### src/rtl/reg_to_uart_if.sv
// Handshake bundle between the register bank, reg_to_uart and the UART TX core.
// slave is the reg_to_uart view; master is the environment view.
interface reg_to_uart_if #(
  parameter int unsigned N = 8
);
  logic           enable;
  logic           load;
  logic [N/2-1:0] bus_0;
  logic [N/2-1:0] bus_1;
  logic           busy;
  logic           ready;
  logic           send;
  logic [N-1:0]   data;
  logic           err;

  modport slave (
    input  enable,
    input  load,
    input  bus_0,
    input  bus_1,
    input  busy,
    output ready,
    output send,
    output data,
    output err
  );

  modport master (
    output enable,
    output load,
    output bus_0,
    output bus_1,
    output busy,
    input  ready,
    input  send,
    input  data,
    input  err
  );
endinterface

### src/rtl/reg_to_uart.sv
// Packs two register nibbles into a word and hands it to the UART TX with a send/busy handshake.
// Optional REG_TO_UART_HEX_EN (N=8 only): each load sends two upper-case ASCII hex characters.
module reg_to_uart #(
  parameter int unsigned N           = 8,
  parameter int unsigned ACK_TIMEOUT = 16
) (
  input logic          clk,
  input logic          rst,
  reg_to_uart_if.slave io
);

  localparam int unsigned CntW = (ACK_TIMEOUT > 2) ? $clog2(ACK_TIMEOUT) : 1;
  localparam logic [CntW-1:0] CntMax = CntW'(ACK_TIMEOUT - 1);

  typedef enum logic [1:0] {StIdle, StSend, StWaitAck, StWaitDone} state_e;

  state_e          state_q, state_d;
  logic [N-1:0]    data_q, data_d;
  logic [CntW-1:0] cnt_q, cnt_d;
  logic            send, err;

`ifdef REG_TO_UART_HEX_EN
  logic           chr_q, chr_d;
  logic [N/2-1:0] nib_lo_q, nib_lo_d;

  function automatic logic [7:0] to_hex(input logic [3:0] n);
    return (n < 4'd10) ? (8'h30 + {4'h0, n}) : (8'h37 + {4'h0, n});
  endfunction
`endif

  always_ff @(posedge clk or posedge rst) begin
    if (rst) begin
      state_q  <= StIdle;
      data_q   <= '0;
      cnt_q    <= '0;
`ifdef REG_TO_UART_HEX_EN
      chr_q    <= 1'b0;
      nib_lo_q <= '0;
`endif
    end else begin
      state_q  <= state_d;
      data_q   <= data_d;
      cnt_q    <= cnt_d;
`ifdef REG_TO_UART_HEX_EN
      chr_q    <= chr_d;
      nib_lo_q <= nib_lo_d;
`endif
    end
  end

  always_comb begin
    state_d = state_q;
    data_d  = data_q;
    cnt_d   = cnt_q;
    send    = 1'b0;
    err     = 1'b0;
`ifdef REG_TO_UART_HEX_EN
    chr_d    = chr_q;
    nib_lo_d = nib_lo_q;
`endif
    if (!io.enable) begin
      // data is deliberately retained; only the control path is parked
      state_d = StIdle;
    end else begin
      unique case (state_q)
        StIdle: begin
          if (io.load && !io.busy) begin
`ifdef REG_TO_UART_HEX_EN
            data_d   = to_hex(io.bus_0);
            nib_lo_d = io.bus_1;
            chr_d    = 1'b0;
`else
            data_d   = {io.bus_0, io.bus_1};
`endif
            state_d  = StSend;
          end
        end
        StSend: begin
          send    = 1'b1;
          cnt_d   = '0;
          state_d = StWaitAck;
        end
        StWaitAck: begin
          // busy arriving on the final count still wins over the timeout
          if (io.busy) begin
            state_d = StWaitDone;
          end else if (cnt_q == CntMax) begin
            err     = 1'b1;
            state_d = StIdle;
          end else begin
            cnt_d = cnt_q + 1'b1;
          end
        end
        StWaitDone: begin
          if (!io.busy) begin
`ifdef REG_TO_UART_HEX_EN
            if (!chr_q) begin
              chr_d   = 1'b1;
              data_d  = to_hex(nib_lo_q);
              state_d = StSend;
            end else begin
              state_d = StIdle;
            end
`else
            state_d = StIdle;
`endif
          end
        end
        default: state_d = StIdle;
      endcase
    end
  end

  assign io.ready = (state_q == StIdle) & io.enable & ~io.busy & ~rst;
  assign io.send  = send;
  assign io.err   = err;
  assign io.data  = data_q;

endmodule

### src/flat_wrapper.sv
// flat-port wrapper written by rule: the top's interface ports become plain ports
module reg_to_uart_flat 
#(
  parameter int unsigned N           = 8,
  parameter int unsigned ACK_TIMEOUT = 16
)
  (clk, rst, io_enable, io_load, io_bus_0, io_bus_1, io_busy, io_ready, io_send, io_data, io_err);
  reg_to_uart_if #(.N(N)) io_i ();
  input logic clk;
  input logic rst;
  input wire logic [$bits(io_i.enable)-1:0] io_enable;
  input wire logic [$bits(io_i.load)-1:0] io_load;
  input wire logic [$bits(io_i.bus_0)-1:0] io_bus_0;
  input wire logic [$bits(io_i.bus_1)-1:0] io_bus_1;
  input wire logic [$bits(io_i.busy)-1:0] io_busy;
  output wire logic [$bits(io_i.ready)-1:0] io_ready;
  output wire logic [$bits(io_i.send)-1:0] io_send;
  output wire logic [$bits(io_i.data)-1:0] io_data;
  output wire logic [$bits(io_i.err)-1:0] io_err;
  assign io_i.enable = io_enable;
  assign io_i.load = io_load;
  assign io_i.bus_0 = io_bus_0;
  assign io_i.bus_1 = io_bus_1;
  assign io_i.busy = io_busy;
  assign io_ready = io_i.ready;
  assign io_send = io_i.send;
  assign io_data = io_i.data;
  assign io_err = io_i.err;
  reg_to_uart #(.N(N), .ACK_TIMEOUT(ACK_TIMEOUT)) u_core (.clk(clk), .rst(rst), .io(io_i));
endmodule
### config.mk
export PLATFORM = sky130hd
export DESIGN_NAME = reg_to_uart_flat
export DESIGN_NICKNAME = d
export VERILOG_FILES = /design/src/rtl/reg_to_uart_if.sv /design/src/rtl/reg_to_uart.sv /design/src/flat_wrapper.sv
export SDC_FILE = /design/constraint.sdc
export NUM_CORES = 1
export LEC_CHECK = 0
export BUFFER_PORTS_ARGS = -buffer_cell sky130_fd_sc_hd__buf_4
export CAP_MARGIN = 20
export CORE_UTILIZATION = 35
export CTS_BUF_LIST = sky130_fd_sc_hd__clkbuf_2 sky130_fd_sc_hd__clkbuf_4 sky130_fd_sc_hd__clkbuf_8
export DETAILED_ROUTE_END_ITERATION = 16
export PLACE_DENSITY_LB_ADDON = 0.05
export SLEW_MARGIN = 20
export SYNTH_ARGS = -nofsm -noshare
export SYNTH_HDL_FRONTEND = slang
export SYNTH_SLANG_ARGS = --single-unit
export TNS_END_PERCENT = 20
### constraint.sdc
create_clock -name clk -period 4 [get_ports clk]
set_clock_uncertainty 0.1 [all_clocks]
set_input_delay 0.6 -clock clk [delete_from_list [all_inputs] [get_ports clk]]
set_output_delay 0.6 -clock clk [all_outputs]
set_load 0.1 [all_outputs]
; ---- Word-level counts from Yosys, hierarchy flattened
; Cells that the tools add are included.
[word_totals]
reg_bits = 14
inputBits = 13
output_inout_bits = 11
wordCells = 40
[classes]
add_sub_neg = 1
n_eq_ne = 9
muxes = 15
bitwise_logic = 5
n_reduce_logical = 7
[ops]
columns = op, n
row1 = $mux W2, 5
row2 = $mux W4, 2
row3 = $pmux W2 S4, 1
row4 = $pmux W4 S2, 1
row5 = $mux W1, 6
row6 = $reduce_and A3 Y1, 2
row7 = $add A4 B1 Y4 const B, 1
row8 = $eq A2 B2 Y1 const B, 2
row9 = $eq A4 B4 Y1 const B, 1
row10 = $ne A2 B2 Y1 const B, 2
row11 = $ne A4 B3 Y1 const B, 1
row12 = $reduce_and A4 Y1, 1
row13 = $and A1 B1 Y1, 3
row14 = $ne A3 B2 Y1 const B, 1
row15 = $ne A3 B3 Y1 const B, 1
row16 = $eq A2 B1 Y1 const B, 1
row17 = $logic_not A2 Y1, 1
row18 = $not A1 Y1, 2
row19 = $reduce_bool A2 Y1, 1
row20 = $logic_and A1 B1 Y1, 1
row21 = $logic_not A1 Y1, 1

; ---- Longest topological paths before layout
[logic_depth]
ltp_word = 5
ltp_mapped = 4
ltp_nobuf = 4

; ---- Worst setup path after synthesis
; No wires, ideal clock.
[synth_timing]
path_kind = input -> output
from = in io_busy
to = out io_err
arrival_time_ns = 1.755
required_ns = 3.300
setup_slack_ns = 1.545
cell_stages = 2
path_buffers = 0
cell_sequence = and4bb_2 > and4_1
[synth_via]
elab_chain_len = 3
[synth_lines]
columns = element, line_no
row1 = "start, declared", flat_wrapper.sv:15  ; input wire logic [$bits(io_i.busy)-1:0] io_busy;
row2 = $mux W1, reg_to_uart.sv:85  ; if (io.busy) begin
row3 = $mux W1, reg_to_uart.sv:65  ; unique case (state_q)
row4 = $mux W1, reg_to_uart.sv:61  ; if (!io.enable) begin
row5 = "end, declared", flat_wrapper.sv:19  ; output wire logic [$bits(io_i.err)-1:0] io_err;
; No other way between the ends.

; ---- Final worst setup path
[layout_timing]
from = in rst
to = out io_ready
[layout_via]
elab_chain_len = 2
[layout_lines]
columns = element, line_no
row1 = "start, declared", flat_wrapper.sv:10  ; input logic rst;
row2 = $not A1 Y1, reg_to_uart.sv:114  ; assign io.ready = (state_q == StIdle) & io.enable & ~io.busy & ~rst;
row3 = $and A1 B1 Y1, reg_to_uart.sv:114
row4 = "end, declared", flat_wrapper.sv:16  ; output wire logic [$bits(io_i.ready)-1:0] io_ready;
; No other way between the ends.

==> results.yml <==
run_status:
  status: "completed"
grt:
  antenna_found_initial: 0
  grt_pass1_vias: 460
  grt_pass1_wl_mm: 1.94
  grt_max_degree: 16
  grt_usage_pct: 13.4
  overflow: 0
sta:
  fin_crit_sh_pct: 58.4
  worst_pin_slew_ns: 0.542
  final-hold-violation-count: 0
  period_minus_slack_ns: 2.34
  rsz0062_at_grt: "false"
  relSlewSlack_pct: 63.8
  finalMaxSlewViolations: 0
  setup_viol: 0
  tns_ns: 0
  max_freq_mhz: 428
setup_path:
  cp-end-kind: "output pin"
  rr_endpoint: "u_core.io.data[1]"
  crit_type: "in2out"
  cp.arrival_ns: 1.64
  start_kind: "input port"
  required_ns: 3.30
  path_common_cell: "buf_4"
  path_cells: "buf_4 -> inv_1 -> and2_2 -> buf_4"
  r2r_start: "u_core.state_q[0]"
  cpPeakStageDelay_ns: 0.40
  rrSetupSlack_ns: 2.54
  rr_worst_depth: 3
  critPathMaxFanout: 15
  cpMaxStageDelayCell: "inv_1"
power:
  power_w: 0.000512
  peakVddDrop_uv: 330
  switching_share_pct: 48.4
  p_per_area_mw_per_mm2: 583
  p_switching_w: 0.000248
  internal_power_w: 0.000264
  p_leak_nw: 0.440
  clkPwrFrac_pct: 14.6
  pwr-share-comb_pct: 48.4
  power_frac_seq_pct: 37.0
route:
  finalWirelength_mm: 1.17
  antenna_left: 0
  drtIter0Drc: 10
  first_pass_iters: 3
  wl_per_cell_um: 11.3
  vias: 474
  drcViolationCount: 0
  post_drt_via_cell_ratio: 4.60
floorplanning:
  die_w_um: 45.2
  pin_count: 24
  num_rows: 15
  die_y_um: 45.2
  start_util_pct: 37.8
  dieArea_mm2: 0.00204
  core_mm2: 0.00173
finish:
  num_antenna_cells: 0
  area_growth_pct: 34.7
  utilization_pct: 50.9
  design_area_um2: 878
  nets: 94
  drive_gt1_share_pct: 48.7
clock_tree:
  h-tree-depth: 1
  cts_resized: 0
  clock_tree.root_cell: "clkbuf_4"
  numCtsBuffers: 3
  clk_pin_slew_ns: 0.08
  clock_latency_ns: 0.27
  tritoncts: "done"
  clock_path_buffers: 2
  ctsHoldBuffers: 0
  clock-sinks: 14
  cts_setup_buffers: 0
logic_synthesis:
  synth_area_leaders: "dfrtp_1 54%, mux2_2 14%, nor4b_4 3.6%"
  synth-seq-cells: 14
  syn_nets: 66
  synth_top_area_cell: "dfrtp_1"
  syn_area_um2: 652
  synth_cells: 52
  synth_flop_cell: "dfrtp_1"
  async_reset_ff_share_pct: 100
  synthTopCellsByCount: "14 x dfrtp_1, 8 x mux2_2, 5 x nand2_1, 3 x inv_1, 3 x nand3_1"
  synth.most_common_cell: "dfrtp_1"
  synth_cell_types: 21
  synth_edf_count: 0
  synth-seq-area-share_pct: 53.7
  syn_area_per_cell_um2: 12.5
  yosysWarnings: 0
  yosysTopAreaCellShare_pct: 53.7
hold_path:
  min_path_type: "in2async"
placement:
  gp_congestion: 0.720
  placed_area_um2: 856
  port_buffers: 23
  dpl.hpwl_um: 917
job:
  cap_violations: 0
-- cells in the final DEF, fill, tap and decap left out, types with 2 or more instances in the layout --
master,netlist,routed
buf_4,0,23
clkbuf_4,0,3
dfrtp_1,14,14
inv_1,3,3
mux2_2,8,8
mux2i_1,2,2
nand2_1,5,5
nand3_1,3,3
nor2_1,2,2
nor3b_1,2,2
-- routing by layer --
layer,up-vias,GRT usage (%),wire length (µm)
met2,14,20.6,577
li1,241,-,-
met5,-,0,0
met1,219,17.6,542
met3,0,2.80,46
met4,0,7.27,0
-- logic make-up after synthesis --
family	share of synthesized area, %
AO/OA/AOI/OAI	6.14
adder cells (fa/ha/maj)	1.92
buffers and inverters	1.73
flip-flops	53.7
multiplexers	16.9
AND/OR/NAND/NOR	19.6
-- critical path: cells and delay by family --
kind | cells | cell delay [ns]
AND/OR/NAND/NOR | 1 | 0.25
buffers and inverters | 3 | 0.78
-- cell type report --
class | instances | area [µm²]
fillers | 165 | 848
clock buffers | 3 | 22.5
multi-input cells | 35 | 290
repair buffers | 23 | 173
flip-flops and latches | 14 | 350
well taps | 25 | 31.3
inverters | 3 | 11.3
-- power groups by stage --
stage	Clock [W]	Sequential (W)	Combinational (W)
2_1_floorplan	0	0.000339	0.0000461
3_3_place_gp	0	0.000192	0.000248
3_5_place_dp	0	0.000193	0.000250
4_1_cts	0.0000776	0.000190	0.000250
5_1_grt	0.0000858	0.000193	0.000259
6_report	0.0000750	0.000190	0.000248
-- how the worst max path moves through the flow --
stage,startpoint,endpoint
after floorplan,io_busy,io_err
after global placement,rst,io_ready
after detailed placement,rst,io_ready
after CTS,rst,io_ready
after global routing,rst,io_ready
final,rst,io_ready
-- stage by stage --
stage / instances / worst slack, ns / hold slack (ns)
final: 103 / 1.66 / 0.272
after global routing: 103 / 1.53 / 0.304
after CTS: 103 / 1.61 / 0.287
after detailed placement: 100 / 1.61 / 0.395
after global placement: 100 / 1.63 / 0.391
after floorplan: 52 / 1.54 / 0.394
-- flip-flops by register name (all words and copies together) (netlist names) --
signal	cells
u_core.io.data	8
u_core.cnt_q	4
u_core.state_q	2
Note: power is estimated with default switching activity, not from simulation.
